--- src/rtl/vec_smult_ctrl.sv ---
// vec_smult_ctrl: issue controller for the FP16 scalar-by-vector multiply unit.
// Rev 1.0 - accept request, drive start until done or timeout, hold result for writeback.
`default_nettype none

module vec_smult_ctrl #(
  parameter int TIMEOUT = 16,
  parameter int DST_W   = 3
) (
  input  logic             clk,
  input  logic             rst_n,
  input  logic             req_valid,
  output logic             req_ready,
  input  logic [15:0]      req_scalar,
  input  logic [255:0]     req_vec,
  input  logic [DST_W-1:0] req_dst,
  output logic             u_start,
  output logic [15:0]      u_scalar,
  output logic [255:0]     u_vecin,
  input  logic [255:0]     u_product,
  input  logic             u_V,
  input  logic             u_done,
  output logic             res_valid,
  input  logic             res_ready,
  output logic [255:0]     res_data,
  output logic             res_ovf,
  output logic             res_timeout,
  output logic [DST_W-1:0] res_dst,
  output logic [15:0]      ovf_count
);

  localparam int CNT_W = $clog2(TIMEOUT);
  localparam logic [CNT_W-1:0] C_CNT_LAST = CNT_W'(TIMEOUT - 1);

  typedef enum logic [1:0] {
    IDLE = 2'd0,
    BUSY = 2'd1,
    RESP = 2'd2
  } state_t;

  state_t           state, state_n;
  logic [CNT_W-1:0] cnt, cnt_n;
  logic             req_fire, res_fire, done_take, to_take;

  always_comb begin
    state_n   = state;
    cnt_n     = cnt;
    req_fire  = 1'b0;
    res_fire  = 1'b0;
    done_take = 1'b0;
    to_take   = 1'b0;
    case (state)
      IDLE: begin
        if (req_valid && req_ready) begin
          req_fire = 1'b1;
          cnt_n    = '0;
          state_n  = BUSY;
        end
      end
      BUSY: begin
        // done takes priority over a coincident timeout
        if (u_done) begin
          done_take = 1'b1;
          state_n   = RESP;
        end else if (cnt == C_CNT_LAST) begin
          to_take = 1'b1;
          state_n = RESP;
        end else begin
          cnt_n = cnt + 1'b1;
        end
      end
      RESP: begin
        if (res_ready) begin
          res_fire = 1'b1;
          state_n  = IDLE;
        end
      end
      default: state_n = IDLE;
    endcase
  end

  assign u_start   = (state == BUSY);
  assign res_valid = (state == RESP);

  always_ff @(posedge clk or negedge rst_n) begin
    if (!rst_n) begin
      state     <= IDLE;
      cnt       <= '0;
      req_ready <= 1'b0;
    end else begin
      state     <= state_n;
      cnt       <= cnt_n;
      req_ready <= (state_n == IDLE);
    end
  end

  always_ff @(posedge clk or negedge rst_n) begin
    if (!rst_n) begin
      u_scalar <= '0;
      u_vecin  <= '0;
      res_dst  <= '0;
    end else if (req_fire) begin
      u_scalar <= req_scalar;
      u_vecin  <= req_vec;
      res_dst  <= req_dst;
    end
  end

  always_ff @(posedge clk or negedge rst_n) begin
    if (!rst_n) begin
      res_data    <= '0;
      res_ovf     <= 1'b0;
      res_timeout <= 1'b0;
    end else if (done_take) begin
      res_data    <= u_product;
      res_ovf     <= u_V;
      res_timeout <= 1'b0;
    end else if (to_take) begin
      res_data    <= '0;
      res_ovf     <= 1'b0;
      res_timeout <= 1'b1;
    end
  end

  always_ff @(posedge clk or negedge rst_n) begin
    if (!rst_n) begin
      ovf_count <= '0;
    end else if (res_fire && res_ovf && (ovf_count != 16'hFFFF)) begin
      ovf_count <= ovf_count + 16'd1;
    end
  end

endmodule

`default_nettype wire

--- config.mk ---
export PLATFORM = sky130hd
export DESIGN_NAME = vec_smult_ctrl
export DESIGN_NICKNAME = d
export VERILOG_FILES = /design/src/rtl/vec_smult_ctrl.sv
export SDC_FILE = /design/constraint.sdc
export NUM_CORES = 1
export LEC_CHECK = 0
export CELL_PAD_IN_SITES_DETAIL_PLACEMENT = 1
export CELL_PAD_IN_SITES_GLOBAL_PLACEMENT = 1
export CORE_AREA = 2 2 430 432
export DETAILED_ROUTE_END_ITERATION = 16
export DIE_AREA = 0 0 432 434
export PLACE_DENSITY_LB_ADDON = 0.12
export SLEW_MARGIN = 20
export SYNTH_ARGS = -nofsm -noshare
export SYNTH_HDL_FRONTEND = slang
export SYNTH_SLANG_ARGS = --single-unit
--- constraint.sdc ---
create_clock -name clk -period 2.1 [get_ports clk]
set_clock_uncertainty 0.2 [all_clocks]
set_input_delay 0.21 -clock clk [delete_from_list [all_inputs] [get_ports clk]]
set_output_delay 0.21 -clock clk [all_outputs]
set_load 0.02 [all_outputs]
==> out/results.ini, run 1 <==
[power]
p_leak_nw = 20.3
ir_worst_vdd_v = 0.000541
power.density_nw_per_um2 = 1400
total_power_mw = 59.3

[timing]
finalWorstSetupSlack_ns = 0.0817
period_needed_ns = 2.02
setup_viol = 0
worstMarginPinSlew_ns = 0.880
slew_headroom_pct = 41.1
maxSlewViolCount = 0
hold_viol = 0
rsz0062_at_grt = true
timing.final.crit_share_pct = 96.1
fin_setup_tns_ns = 0
max_freq_ghz = 0.495

[logic_synthesis]
synth_fp_nets = 2388
avgSynthCellArea_um2 = 11.1
syn_inst = 1849
synth-edff-count = 0
yosys.area.top_type_share_pct = 68.0
ys_ff_latch = 556
post-synth-top-area-cell = dfrtp_1
ys_warn_count = 0
syn_area_um2 = 20500
ys_seq_area_share_pct = 68.0
postSynth.asyncResetShare_pct = 100
synth.area.top_cells = dfrtp_1 68%, nand2_1 15%, a22o_1 11%
synth_cell_type_count = 46
ys.flop_type = dfrtp_1

[cts]
cts_root_buffer = clkbuf_16
clk_pin_slew_ns = 0.06
cts_tree = done
clock_sinks = 556
worstSkewPairLatency_ns = 0.68
numCtsBuffers = 82
ctsHtreeMaxLevel = 3
cts_buffer_depth = 3

[floorplanning]
die_area_um2 = 187000
die_w_um = 432
die_h_um = 434
io-pin-count = 1089
start_util_pct = 11.2
core-area_um2 = 182000
rows = 157

[worst_setup_path]
crit_path_end_kind = async pin
cp.required_ns = 2.79
crit_end = u_vecin[32]
crit_start = rst_n
criticalPathCategory = in -> async
rr_startpoint = cnt[0]
rr_worst_depth = 6
cp_max_fo = 52
r2r_end = res_data[136]
cp.arrival_ns = 2.71
r2r_slack_ns = 0.09
start_kind = input port

[global_routing]
grt_usage_pct = 13.5
grt_overflow_total = 0
grt_max_degree = 86
antenna_found_initial = 19
grt_pass1_wl_um = 181000
grt_pass1_vias = 23100

[placed_design]
io_buffers = 1088
hpwl_um = 97600
placedCellCount = 5308
place_ws_ns = -0.0209
place.gp.congestion = 0.753

[worst_hold_path]
min_path_type = in -> reg

[route]
drc = 0
first_pass_iters = 4
drt_iter0_drc = 748
viasPerCell = 3.44
wl_um = 129000
wl_per_cell_um = 21.5
detail-route-antenna-nets = 0
vias = 20600

[final_layout]
fill_cells = 20800
seqCellArea_um2 = 13900
fin_cells = 5998
layout.cells.most_common = nand2_1
fin_nets = 4090
drive_gt1_share_pct = 7.00
syn2layout_area_growth_pct = 108
mostFrequentLayoutCells = 833 x nand2_1, 553 x dfrtp_1, 542 x dlygate4sd3_1
multiInputGateArea_um2 = 6020

[job]
drv_cap = 0

[outcome]
status = finished, final reports clean

-- registers in the layout, indices dropped and copies added, names as in the netlist --
signal       flops
req_ready        1
u_scalar        16
u_vecin        256
cnt              4
ovf_count       16
res_ovf          1
res_timeout      1
res_dst          3
res_data       256
state            2
-- metrics by stage --
stage	hold slack (ns)	utilization [%]	instance area [um2]
6_report	0.176	23.3	42500
5_1_grt	0.140	23.3	42500
4_1_cts	0.0531	23.3	42500
3_5_place_dp	-0.0847	19.2	35100
3_3_place_gp	-0.0877	19.2	35100
2_1_floorplan	-0.286	-	20500
-- critical path, stage by stage --
cell           delay, ns
dlygate4sd3_1       0.56
buf_8               0.13
dlygate4sd3_1       1.11
buf_12              0.34
buf_4               0.26
-- where the power goes --
part	internal [mW]	switching, mW	total [mW]	leakage, nW
logic	10.5	16.5	27.0	12.0
registers	15.7	2.71	18.4	6.95
clock network	8.34	5.61	13.9	1.28
-- worst min-delay path by stage --
| stage | start | end | slack (ns) | cells after the start |
|---|---|---|---|---|
| after floorplan | rst_n | cnt[0] | -0.29 | 0 |
| after global placement | rst_n | u_vecin[101] | -0.09 | 1 |
| after detailed placement | rst_n | u_vecin[101] | -0.08 | 1 |
| after CTS | res_ready | state[1] | 0.05 | 3 |
| after global routing | res_ready | state[1] | 0.14 | 3 |
| final | res_ready | state[1] | 0.18 | 3 |
-- final cells by class --
type / count / share of cell area [%]
Antenna cell: 11 / 0.0648
Clock buffer: 117 / 5.64
Clock inverter: 18 / 0.501
Inverter: 3 / 0.0265
Multi-Input combinational cell: 1171 / 14.2
Sequential cell: 556 / 32.8
Tap cell: 2385 / 7.02
Timing Repair Buffer: 1737 / 39.8
-- synth_stat cells, types with 4 or more instances --
| cell | n |
|---|---|
| a21oi_1 | 5 |
| a22o_1 | 257 |
| buf_1 | 5 |
| buf_2 | 74 |
| clkbuf_1 | 39 |
| dfrtp_1 | 556 |
| nand2_1 | 833 |
| nand3_1 | 9 |
| nor2_1 | 6 |
| o21ai_0 | 4 |
| xor2_1 | 6 |
-- layer usage --
layer  up-vias  GRT usage (%)  part of all wire [%]
met1     10300           15.0                    38
met3       166           4.49                   7.3
met4         6           4.98                   3.2
li1       9579              -                     -
met2       618           23.8                    51
met5         -              0                 0.027
-- repair_timing --
item | in CTS | in global routing
buffers inserted | 2 | 0
hold buffers | 542 | 0
setup endpoints to repair | 549 | 16
pin swaps | 0 | 0
hold endpoints to repair | 1088 | 0
resized for setup | 576 | 3
-- kinds of logic (layout without fill, tap and decap cells) --
| group | after synthesis | after routing | share of synthesized area (%) |
|---|---|---|---|
| xor+xnor | 9 | 9 | 0.385 |
| fa+ha+maj | 2 | 2 | 0.122 |
| compound gates | 279 | 279 | 11.7 |
| mux | 3 | 3 | 0.165 |
| flops | 556 | 556 | 68.0 |
| simple gates | 878 | 878 | 16.9 |
| other cells | 0 | 11 | 0 |
| buf+inv | 122 | 1875 | 2.73 |
No activity file was read; power rests on OpenSTA's default activity.
==> run 2: changes to the inputs <==
Settings changed: SLEW_MARGIN 20 to 10.
==> results of run 2 <==
Same layout as run 1: the final DEF is identical, and so are final timing and power.
